$ cat src/rtl/fc_classifier_if.sv
// fc_classifier_if -- bundle of the fc_classifier handshake, weight-ROM and
// result signals.
//   slave  : the classifier itself (takes features and weights, drives results)
//   master : the environment (upstream conv stage, weight ROM, result consumer)
// Optional feature macro: FC_BIAS_EN adds the in_bias vector
// (slot o at [o*ACC_WIDTH +: ACC_WIDTH]).
interface fc_classifier_if #(
  parameter int DATA_WIDTH   = 8,
  parameter int NUM_IN       = 48,
  parameter int NUM_OUT      = 10,
  parameter int ACC_WIDTH    = 32,
  parameter int W_ADDR_WIDTH = 9,
  parameter int IDX_WIDTH    = 4
);
  logic                          in_valid;
  logic [DATA_WIDTH*NUM_IN-1:0]  in_features;
  logic                          in_ready;
`ifdef FC_BIAS_EN
  logic [ACC_WIDTH*NUM_OUT-1:0]  in_bias;
`endif
  logic                          w_rd_en;
  logic [W_ADDR_WIDTH-1:0]       w_addr;
  logic [DATA_WIDTH-1:0]         w_data;
  logic [ACC_WIDTH*NUM_OUT-1:0]  scores;
  logic [IDX_WIDTH-1:0]          class_idx;
  logic                          out_valid;
  logic                          busy;
  logic                          overrun;

`ifdef FC_BIAS_EN
  modport slave (
    input  in_valid, in_features, in_bias, w_data,
    output in_ready, w_rd_en, w_addr, scores, class_idx, out_valid, busy, overrun
  );
  modport master (
    output in_valid, in_features, in_bias, w_data,
    input  in_ready, w_rd_en, w_addr, scores, class_idx, out_valid, busy, overrun
  );
`else
  modport slave (
    input  in_valid, in_features, w_data,
    output in_ready, w_rd_en, w_addr, scores, class_idx, out_valid, busy, overrun
  );
  modport master (
    output in_valid, in_features, w_data,
    input  in_ready, w_rd_en, w_addr, scores, class_idx, out_valid, busy, overrun
  );
`endif
endinterface

$ cat src/rtl/fc_classifier.sv
// fc_classifier -- fully-connected output layer of the CNN datapath.
// Captures a NUM_IN-feature vector, streams NUM_IN*NUM_OUT signed weights from a
// synchronous ROM (one cycle read latency), MACs them into NUM_OUT scores and
// reports all scores plus the argmax class index with a one-cycle out_valid.
// Ports:
//   clk  : rising-edge clock
//   rst  : asynchronous active-low reset
//   bus  : fc_classifier_if.slave -- in_valid/in_features/in_ready (input
//          vector), w_rd_en/w_addr/w_data (weight ROM), scores/class_idx/
//          out_valid (results), busy, overrun (sticky dropped-vector flag)
// Optional feature macro: FC_BIAS_EN -- when defined, in_bias is captured with
// the features and preloads each output's accumulator.
//
// state   | meaning
// --------+------------------------------------------------------------
// S_IDLE  | waiting for a vector, in_ready=1
// S_RUN   | issuing one weight read per cycle, addresses 0..NUM_IN*NUM_OUT-1
// S_DRAIN | last weight returns; last score and argmax finalise
// S_DONE  | out_valid pulse; a new vector may be accepted here
module fc_classifier #(
  parameter int DATA_WIDTH   = 8,
  parameter int NUM_IN       = 48,
  parameter int NUM_OUT      = 10,
  parameter int ACC_WIDTH    = 32,
  parameter int W_ADDR_WIDTH = 9,
  parameter int IDX_WIDTH    = 4
) (
  input logic          clk,
  input logic          rst,
  fc_classifier_if.slave bus
);
  localparam int TOTAL = NUM_IN * NUM_OUT;
  localparam int IW    = (NUM_IN > 1) ? $clog2(NUM_IN) : 1;

  typedef enum logic [1:0] {S_IDLE, S_RUN, S_DRAIN, S_DONE} state_t;

  state_t state_q, state_d;

  logic                        in_ready;
  logic                        accept;
  logic [W_ADDR_WIDTH-1:0]     run_left_q;
  logic [W_ADDR_WIDTH-1:0]     addr_q;
  logic [IW-1:0]               i_cnt_q;
  logic [IDX_WIDTH-1:0]        o_cnt_q;
  // Index of the weight currently on w_data (reads delayed by the ROM latency)
  logic                        rd_vld_q;
  logic [IW-1:0]               rd_i_q;
  logic [IDX_WIDTH-1:0]        rd_o_q;

  logic signed [DATA_WIDTH-1:0]   feat_q [NUM_IN];
  logic signed [ACC_WIDTH-1:0]    acc_q;
  logic signed [ACC_WIDTH-1:0]    buf_q [NUM_OUT];
  logic signed [ACC_WIDTH-1:0]    score_q [NUM_OUT];
  logic signed [ACC_WIDTH-1:0]    best_q;
  logic [IDX_WIDTH-1:0]           best_idx_q;
  logic [IDX_WIDTH-1:0]           class_q;
  logic                           overrun_q;

  logic signed [DATA_WIDTH-1:0]   f_cur;
  logic signed [DATA_WIDTH-1:0]   w_cur;
  logic signed [2*DATA_WIDTH-1:0] prod;
  logic signed [ACC_WIDTH-1:0]    prod_ext;
  logic signed [ACC_WIDTH-1:0]    acc_sum;
  logic signed [ACC_WIDTH-1:0]    row_init;
  logic signed [ACC_WIDTH-1:0]    first_init;
  logic                           row_end;
  logic                           new_best;
  logic [IDX_WIDTH-1:0]           o_nxt;
  logic [ACC_WIDTH*NUM_OUT-1:0]   scores_flat;

`ifdef FC_BIAS_EN
  logic signed [ACC_WIDTH-1:0]    bias_q [NUM_OUT];
`endif

  // ---------------- FSM ----------------
  always_ff @(posedge clk or negedge rst) begin
    if (!rst) state_q <= S_IDLE;
    else      state_q <= state_d;
  end

  always_comb begin
    state_d = state_q;
    case (state_q)
      S_IDLE:  if (bus.in_valid) state_d = S_RUN;
      S_RUN:   if (run_left_q == '0) state_d = S_DRAIN;
      S_DRAIN: state_d = S_DONE;
      S_DONE:  state_d = bus.in_valid ? S_RUN : S_IDLE;
      default: state_d = S_IDLE;
    endcase
  end

  assign in_ready = (state_q == S_IDLE) || (state_q == S_DONE);
  assign accept   = in_ready && bus.in_valid;

  assign bus.in_ready  = in_ready;
  assign bus.busy      = (state_q == S_RUN) || (state_q == S_DRAIN);
  assign bus.out_valid = (state_q == S_DONE);
  // Decoded straight from the state register so reset removes it at once
  assign bus.w_rd_en   = (state_q == S_RUN);
  assign bus.w_addr    = addr_q;
  assign bus.overrun   = overrun_q;
  assign bus.class_idx = class_q;

  // ---------------- read sequencing ----------------
  always_ff @(posedge clk or negedge rst) begin
    if (!rst) begin
      run_left_q <= '0;
      addr_q     <= '0;
      i_cnt_q    <= '0;
      o_cnt_q    <= '0;
      rd_vld_q   <= 1'b0;
      rd_i_q     <= '0;
      rd_o_q     <= '0;
    end else begin
      rd_vld_q <= (state_q == S_RUN);
      rd_i_q   <= i_cnt_q;
      rd_o_q   <= o_cnt_q;
      if (accept) begin
        run_left_q <= W_ADDR_WIDTH'(TOTAL - 1);
        addr_q     <= '0;
        i_cnt_q    <= '0;
        o_cnt_q    <= '0;
      end else if (state_q == S_RUN) begin
        if (run_left_q != '0) begin
          run_left_q <= run_left_q - 1'b1;
          addr_q     <= addr_q + 1'b1;
        end else begin
          addr_q     <= '0;
        end
        if (i_cnt_q == IW'(NUM_IN - 1)) begin
          i_cnt_q <= '0;
          o_cnt_q <= (o_cnt_q == IDX_WIDTH'(NUM_OUT - 1)) ? '0 : o_cnt_q + 1'b1;
        end else begin
          i_cnt_q <= i_cnt_q + 1'b1;
        end
      end
    end
  end

  // ---------------- MAC datapath ----------------
  always_comb begin
    f_cur    = feat_q[rd_i_q];
    w_cur    = bus.w_data;
    prod     = f_cur * w_cur;
    prod_ext = {{(ACC_WIDTH-2*DATA_WIDTH){prod[2*DATA_WIDTH-1]}}, prod};
    acc_sum  = acc_q + prod_ext;
    row_end  = rd_vld_q && (rd_i_q == IW'(NUM_IN - 1));
    // Output 0 always seeds the running best; later outputs need strictly greater
    new_best = (rd_o_q == '0) || (acc_sum > best_q);
    o_nxt    = rd_o_q + 1'b1;
`ifdef FC_BIAS_EN
    row_init   = (rd_o_q == IDX_WIDTH'(NUM_OUT - 1)) ? '0 : bias_q[o_nxt];
    first_init = bus.in_bias[ACC_WIDTH-1:0];
`else
    row_init   = '0;
    first_init = '0;
`endif
  end

  always_ff @(posedge clk or negedge rst) begin
    if (!rst) begin
      for (int i = 0; i < NUM_IN; i++) feat_q[i] <= '0;
      for (int o = 0; o < NUM_OUT; o++) begin
        buf_q[o]   <= '0;
        score_q[o] <= '0;
`ifdef FC_BIAS_EN
        bias_q[o]  <= '0;
`endif
      end
      acc_q      <= '0;
      best_q     <= '0;
      best_idx_q <= '0;
      class_q    <= '0;
    end else begin
      if (accept) begin
        for (int i = 0; i < NUM_IN; i++)
          feat_q[i] <= bus.in_features[i*DATA_WIDTH +: DATA_WIDTH];
`ifdef FC_BIAS_EN
        for (int o = 0; o < NUM_OUT; o++)
          bias_q[o] <= bus.in_bias[o*ACC_WIDTH +: ACC_WIDTH];
`endif
        acc_q <= first_init;
      end else if (rd_vld_q) begin
        if (row_end) begin
          buf_q[rd_o_q] <= acc_sum;
          acc_q         <= row_init;
          if (new_best) begin
            best_q     <= acc_sum;
            best_idx_q <= rd_o_q;
          end
        end else begin
          acc_q <= acc_sum;
        end
      end
      // Publish everything at once so scores and class_idx change only with out_valid
      if (state_q == S_DRAIN) begin
        for (int o = 0; o < NUM_OUT; o++)
          score_q[o] <= (o == NUM_OUT - 1) ? acc_sum : buf_q[o];
        class_q <= new_best ? rd_o_q : best_idx_q;
      end
    end
  end

  always_ff @(posedge clk or negedge rst) begin
    if (!rst)                             overrun_q <= 1'b0;
    else if (bus.in_valid && !in_ready)   overrun_q <= 1'b1;
  end

  always_comb begin
    scores_flat = '0;
    for (int o = 0; o < NUM_OUT; o++)
      scores_flat[o*ACC_WIDTH +: ACC_WIDTH] = score_q[o];
  end
  assign bus.scores = scores_flat;

endmodule

$ cat src/flat_wrapper.sv
// flat-port wrapper written by rule: the top's interface ports become plain ports
module fc_classifier_flat 
#(
  parameter int DATA_WIDTH   = 8,
  parameter int NUM_IN       = 48,
  parameter int NUM_OUT      = 10,
  parameter int ACC_WIDTH    = 32,
  parameter int W_ADDR_WIDTH = 9,
  parameter int IDX_WIDTH    = 4
)
  (clk, rst, bus_in_valid, bus_in_features, bus_w_data, bus_in_ready, bus_w_rd_en, bus_w_addr, bus_scores, bus_class_idx, bus_out_valid, bus_busy, bus_overrun);
  fc_classifier_if #(.DATA_WIDTH(DATA_WIDTH), .NUM_IN(NUM_IN), .NUM_OUT(NUM_OUT), .ACC_WIDTH(ACC_WIDTH), .W_ADDR_WIDTH(W_ADDR_WIDTH), .IDX_WIDTH(IDX_WIDTH)) bus_i ();
  input logic clk;
  input logic rst;
  input wire logic [$bits(bus_i.in_valid)-1:0] bus_in_valid;
  input wire logic [$bits(bus_i.in_features)-1:0] bus_in_features;
  input wire logic [$bits(bus_i.w_data)-1:0] bus_w_data;
  output wire logic [$bits(bus_i.in_ready)-1:0] bus_in_ready;
  output wire logic [$bits(bus_i.w_rd_en)-1:0] bus_w_rd_en;
  output wire logic [$bits(bus_i.w_addr)-1:0] bus_w_addr;
  output wire logic [$bits(bus_i.scores)-1:0] bus_scores;
  output wire logic [$bits(bus_i.class_idx)-1:0] bus_class_idx;
  output wire logic [$bits(bus_i.out_valid)-1:0] bus_out_valid;
  output wire logic [$bits(bus_i.busy)-1:0] bus_busy;
  output wire logic [$bits(bus_i.overrun)-1:0] bus_overrun;
  assign bus_i.in_valid = bus_in_valid;
  assign bus_i.in_features = bus_in_features;
  assign bus_i.w_data = bus_w_data;
  assign bus_in_ready = bus_i.in_ready;
  assign bus_w_rd_en = bus_i.w_rd_en;
  assign bus_w_addr = bus_i.w_addr;
  assign bus_scores = bus_i.scores;
  assign bus_class_idx = bus_i.class_idx;
  assign bus_out_valid = bus_i.out_valid;
  assign bus_busy = bus_i.busy;
  assign bus_overrun = bus_i.overrun;
  fc_classifier #(.DATA_WIDTH(DATA_WIDTH), .NUM_IN(NUM_IN), .NUM_OUT(NUM_OUT), .ACC_WIDTH(ACC_WIDTH), .W_ADDR_WIDTH(W_ADDR_WIDTH), .IDX_WIDTH(IDX_WIDTH)) u_core (.clk(clk), .rst(rst), .bus(bus_i));
endmodule
$ cat config.mk
export PLATFORM = sky130hd
export DESIGN_NAME = fc_classifier_flat
export DESIGN_NICKNAME = d
export VERILOG_FILES = /design/src/rtl/fc_classifier_if.sv /design/src/rtl/fc_classifier.sv /design/src/flat_wrapper.sv
export SDC_FILE = /design/constraint.sdc
export NUM_CORES = 2
export LEC_CHECK = 0
export BUFFER_PORTS_ARGS = -buffer_cell sky130_fd_sc_hd__buf_2
export CAP_MARGIN = 10
export CORE_ASPECT_RATIO = 0.5
export CORE_MARGIN = 5
export CORE_UTILIZATION = 62
export DETAILED_ROUTE_END_ITERATION = 12
export PLACE_DENSITY = 0.86
export SYNTH_ARGS = -nofsm -noshare
export SYNTH_HDL_FRONTEND = slang
export SYNTH_SLANG_ARGS = --single-unit
$ cat constraint.sdc
create_clock -name clk -period 17.55 [get_ports clk]
set_input_delay 2.6325 -clock clk [delete_from_list [all_inputs] [get_ports clk]]
set_output_delay 2.6325 -clock clk [all_outputs]
set_load 0.005 [all_outputs]
* Word level (Yosys, flattened, before mapping)
Index checks and enable logic that the tools add are counted.
** Word-level totals
- Logic and storage cells :: 150
- Bits of input ports :: 395
- Output and inout bits :: 338
- Flip-flop bits (word level) :: 1138
** Operators by class
- Mux-type cells :: 27
- Add/subtract/negate cells :: 5
- Equality and inequality tests :: 8
- Reduce and logical (&&, ||, !) cells :: 21
- Magnitude comparators :: 4
- Multipliers :: 1
- Bitwise operators :: 3
** Operators with widths (number)
- bitwise mux 320 bit :: 1
- demux 32 bit (select 4 bit) :: 1
- two-way mux 32 bit :: 4
- two-way mux 9 bit :: 6
- binary-select mux 8 bit (select 6 bit) :: 1
- adder 32 x 16 -> 32 bit :: 1
- greater-than comparator 32 bit :: 1
- two-way mux 4 bit :: 5
- two-way mux 6 bit :: 3
- multiplier 8 x 8 -> 16 bit :: 1
- two-way mux 8 bit :: 2
- == test 6 bit, second input constant :: 2
- adder 9 x 1 -> 9 bit, second input constant :: 1
- zero test 9 bit :: 1
- nonzero test 9 bit :: 1
- subtractor 9 x 1 -> 9 bit, second input constant :: 1
- case mux 2 bit (4 select lines) :: 1
- nonzero test 2 bit :: 4
- greater-or-equal comparator 7 bit, second input constant :: 1
- NOT 6 -> 7 bit :: 1
- adder 6 x 1 -> 6 bit, second input constant :: 1
- AND reduction 2 bit :: 3
- greater-or-equal comparator 5 bit, second input constant :: 1
- less-than comparator 5 x 1 -> 1 bit, second input constant :: 1
- 17 further kinds :: 24

* Depth between registers and ports, before layout
- Depth in word-level cells :: 9
- Depth in mapped cells :: 41
- Gate-level depth less buffers :: 34

* Worst setup path before layout
No wires, ideal clock.
- Path kind :: in2reg
- From :: input port bus_w_data[0]
- To :: register u_core.best_q[24]
- Data required time :: 17.419 ns
- Data arrival time :: 10.133 ns
- Slack :: 7.286 ns
- Stages :: 30
- Path buffers :: 4
- Setup time :: 0.131 ns
- Cells stage by stage :: and2_1 > inv_1 > fa_1 > inv_1 > fa_1 > fa_1 > fa_1 > fa_1 > ha_1 > o21ai_0 > a21oi_1 > o21ai_0 > a21oi_1 > o211ai_2 > a21oi_1 > or4_1 > nand4_1 > buf_2 > ha_1 > nand4_1 > nor4_1 > o31ai_1 > a21oi_1 > and4b_1 > buf_6 > or2_1 > buf_6 > buf_2 > nand2_1 > o21ai_0
** On the way
- Longest elaborated chain between the ends :: 5
** Ends and longest elaborated chain
- from (decl) :: line flat_wrapper.sv:17 : input wire logic [$bits(bus_i.w_data)-1:0] bus_w_data;
- multiplier 8 x 8 -> 16 bit :: line fc_classifier.sv:144 : prod = f_cur * w_cur;
- adder 32 x 16 -> 32 bit :: line fc_classifier.sv:146 : acc_sum = acc_q + prod_ext;
- net u_core.acc_sum[28] :: line fc_classifier.sv:63 : logic signed [ACC_WIDTH-1:0] acc_sum;
- greater-than comparator 32 bit :: line fc_classifier.sv:149 : new_best = (rd_o_q == '0) || (acc_sum > best_q);
- logical OR 1 bit :: line fc_classifier.sv:149
- AND reduction 4 bit (no line)
- to (signal assigned) :: line fc_classifier.sv:188 : best_q <= acc_sum;
- to (decl) :: line fc_classifier.sv:54 : logic signed [ACC_WIDTH-1:0] best_q;
The timed path passes the listed nets, and every way through them passes these cells.
A chain may end at the register's enable or synchronous reset.

* Worst setup path after layout
- From :: register u_core.rd_i_q[0]
- To :: register u_core.best_q[28]
** On the way
- Longest elaborated chain between the ends :: 9
- Elaborated cells on any way between the ends :: 11
- Those cells by class :: 1 x add/sub; 1 x mul; 1 x order compare; 1 x eq/ne; 3 x mux; 1 x bitwise; 3 x reduce/logical
** Ends and longest elaborated chain
- from (decl) :: line fc_classifier.sv:47 : logic [IW-1:0] rd_i_q;
- from (signal assigned) :: line fc_classifier.sv:116 : rd_i_q <= i_cnt_q;
- NOT 6 -> 7 bit (implied by the code) :: line fc_classifier.sv:142 : f_cur = feat_q[rd_i_q];
- binary-select mux 8 bit (select 6 bit) :: line fc_classifier.sv:142
- two-way mux 8 bit (implied by the code) (2 in series) :: line fc_classifier.sv:142
- multiplier 8 x 8 -> 16 bit :: line fc_classifier.sv:144
- adder 32 x 16 -> 32 bit :: line fc_classifier.sv:146
- greater-than comparator 32 bit :: line fc_classifier.sv:149
- logical OR 1 bit :: line fc_classifier.sv:149
- AND reduction 4 bit (no line)
Parallel ways exist; a longest one is shown, timed or not. The select of a mux whose other input is x is not followed.

==> results.md <==
- Synth cell types: 63
- Fin Clk Skew: 0.05900 ns
- Die area: 86920 µm²
- Startpoint types: register
- Worst setup EP type: register
- Final Hold Fails: 0
- Post-synth EDFFs: 0
- Period utilization: 69.40%
- Worst relative slew slack: 19.39%
- HPWL Detailed: 96860 µm
- CTS tree: done
- Initial core utilization: 62.82%
- Setup_tns: 0 ns
- Yosys reg bits: 1106
- Crit path time final: 12.18 ns
- Max-cap violation count: 0
- Area after DPL: 54710 µm²
- GR Overflow Total: 0
- Async S/R FF share, synth: 100.0%
- Post-Layout Inst Area: 58260 µm²
- First-pass GRT wire length: 220800 µm
- Final ANT Viol Nets: 0
- Crit path required time: 18.12 ns
- Setup violations, final: 0
- Max Clk Rate: 82.11 MHz
- Min-delay src: u_core.i_cnt_q[4]
- CP max stage delay: 0.87 ns
- Via count: 36472
- DRC violations left: 0
- Critical path class: reg2reg
- Mapped Cells: 4399
- Clock-pin slew on the worst setup and hold paths: 0.07 ns
- Die Ht: 211.0 µm
- Clock sinks: 1106
- Vias in the first global route: 38483
- Routability Congestion: 0.9212
- Row cnt: 73
- Final Net Count: 5669
- DR pass1 iterations: 8
- Horiz. Die Dim: 412.0 µm
- Main synth FF type: dfrtp_1
- CTS Buf Count: 95
- Layout area overhead: 16.30%
- Clock root buffer: clkbuf_16
- Setup Buffers After CTS: 0
- WL/cell: 22.84 µm
- Register area share after synthesis: 55.25%
- Routed WL: 141600 µm
- Min-Delay Path Class: reg2reg
- Crit-path slowest cell: or2_2
- Critical Path Most Common Cell: fa_1
- RSZ-0062 raised after global routing: no
- Max-slew violation count: 0
- Max Buffers Root-to-Sink: 3
- Max H-tree Level: 3
- Critical path peak fanout: 56
- Vias per std cell: 5.883
- Syn_nets: 5040
- Tightest Pin Transition: 1.205 ns
- DRT iter0 DRCs: 3803
- Post-CTS Resized: 0
- FF-to-FF Start: u_core.rd_i_q[0]
- Clk_lat worst skew: 0.70 ns
- Post-Syn Area: 50090 µm²
- Warnings, synthesis: 0
- Crit path launch: u_core.rd_i_q[0]
- Io pins: 733
- Core Region: 79740 µm²
- Port Buffers: 732
- Initial antenna violation count: 8
- GRT Total Usage: 32.82%
- Avg Inst Size Synth: 11.39 µm²
- Status: finished clean
- Largest net degree at the start of global routing: 208
- Share of cells above drive strength 1: 30.10%
- Hold-fix buffers, CTS: 0
- Crit path arrival time: 12.75 ns
-- worst max-delay path, delay by kind of cell, from the launching register on --
family | cells | cell delay, ns
adders and majority gates | 7 | 3.71
AOI/OAI and AO/OA | 5 | 1.19
DFF | 1 | 0.65
and+or+nand+nor | 10 | 3.46
buffers and inverters | 3 | 1.17
muxes | 4 | 1.83
-- final timing paths --
| check | to | slack (ns) | cells past startpoint |
|---|---|---|---|
| worst max-delay path | u_core.best_q[28] | 5.37 | 29 |
| worst min-delay path | u_core.rd_i_q[4] | 0.45 | 0 |
| worst max register to register | u_core.best_q[28] | 5.37 | 29 |
| worst min register to register | u_core.rd_i_q[4] | 0.45 | 0 |
| max in group asynchronous | u_core.buf_q[115] | 12.08 | 4 |
| min in group asynchronous | u_core.acc_q[11] | 2.03 | 1 |
-- sequential cells by signal (all words and copies together), names as in the netlist --
name	count
u_core.acc_q	32
u_core.best_idx_q	4
u_core.best_q	32
u_core.buf_q	288
u_core.bus.class_idx	4
u_core.bus.overrun	1
u_core.bus.scores	320
u_core.bus.w_addr	9
u_core.feat_q	384
u_core.i_cnt_q	6
u_core.o_cnt_q	4
u_core.rd_i_q	6
u_core.rd_o_q	4
u_core.rd_vld_q	1
u_core.run_left_q	9
u_core.state_q	2
-- Yosys cell counts (5+ instances only) --
master / instances / area [µm²]
fa_1: 136 / 2723
dfrtp_1: 1106 / 27680
mux4_2: 120 / 2703
nand2_1: 1453 / 5454
and2_1: 39 / 244.0
and3_1: 5 / 31.28
nand2b_1: 7 / 43.79
nor2_1: 40 / 150.1
o31ai_1: 6 / 45.04
a211oi_1: 5 / 37.54
or3_1: 6 / 37.54
a21oi_1: 37 / 185.2
o21a_1: 8 / 60.06
ha_1: 110 / 1376
xor2_1: 16 / 140.1
a22o_1: 14 / 122.6
nor2b_1: 7 / 43.79
xnor2_1: 24 / 210.2
mux2_2: 425 / 4786
or4_1: 5 / 37.54
o21ai_0: 255 / 1276
clkbuf_1: 206 / 773.2
o21ai_1: 15 / 75.07
o22ai_1: 8 / 50.05
inv_1: 176 / 660.6
nand4_1: 15 / 93.84
o21bai_1: 5 / 37.54
mux2i_1: 11 / 110.1
buf_2: 25 / 125.1
nand3_1: 17 / 85.08
a21o_1: 20 / 150.1
buf_1: 18 / 67.56
nor3_1: 6 / 30.03
-- cell usage in the layout, fill, tap and decap left out, types with 11 or more instances in the layout --
master     count
clkbuf_8      22
xor2_1        12
mux2i_1       11
buf_4         50
nand3_1       14
fa_1         136
nand2_1     1447
bufinv_16     17
clkbuf_16     97
a21oi_1       37
o21ai_1       15
clkinv_2      16
mux4_2       120
nor2_1        39
nand4_1       15
o21ai_0      255
inv_1        176
dfrtp_1     1103
and2_1        39
a21o_1        20
a22o_1        14
buf_2        731
xnor2_1       17
ha_1         109
mux2_2       425
-- metal layers --
layer	up-vias	part of all wire (%)	GRT usage (%)
met2	1685	49	53.82
li1	15753	-	-
met5	-	0.0092	0
met4	2	6.1	17.55
met1	18535	38	42.55
met3	497	7.1	5.855
-- area by class of cell --
type	count	area [µm²]
clock inverter	49	768.2
clock buffer	127	2760
multi-input combinational	2862	20880
timing repair buffer	786	4129
sequential	1106	27690
inverter	177	664.4
tap	1087	1360
fill	5038	21480
antenna	6	15.01
-- per-stage QoR --
step	hold WS, ns	utilization, %	setup slack [ns]	instances
after detailed placement	0.4382	68.62	5.535	6018
final	0.4512	73.06	5.371	6200
after global routing	0.4790	73.06	4.759	6200
after floorplan	0.4027	-	7.286	4399
after global placement	0.4266	68.62	5.784	6018
after CTS	0.4517	73.04	5.468	6194
-- cell families after synthesis --
| kind of cell | share of synthesized area (%) |
|---|---|
| and+or+nand+nor | 12.68 |
| AOI/OAI and AO/OA | 4.606 |
| adders and majority gates | 8.183 |
| xor gates and xnor gates | 0.6994 |
| muxes | 15.23 |
| DFF | 55.25 |
| buffers and inverters | 3.352 |
Power is not shown: default switching activity piles up to over one toggle a cycle in this logic, so the estimate is an artifact.
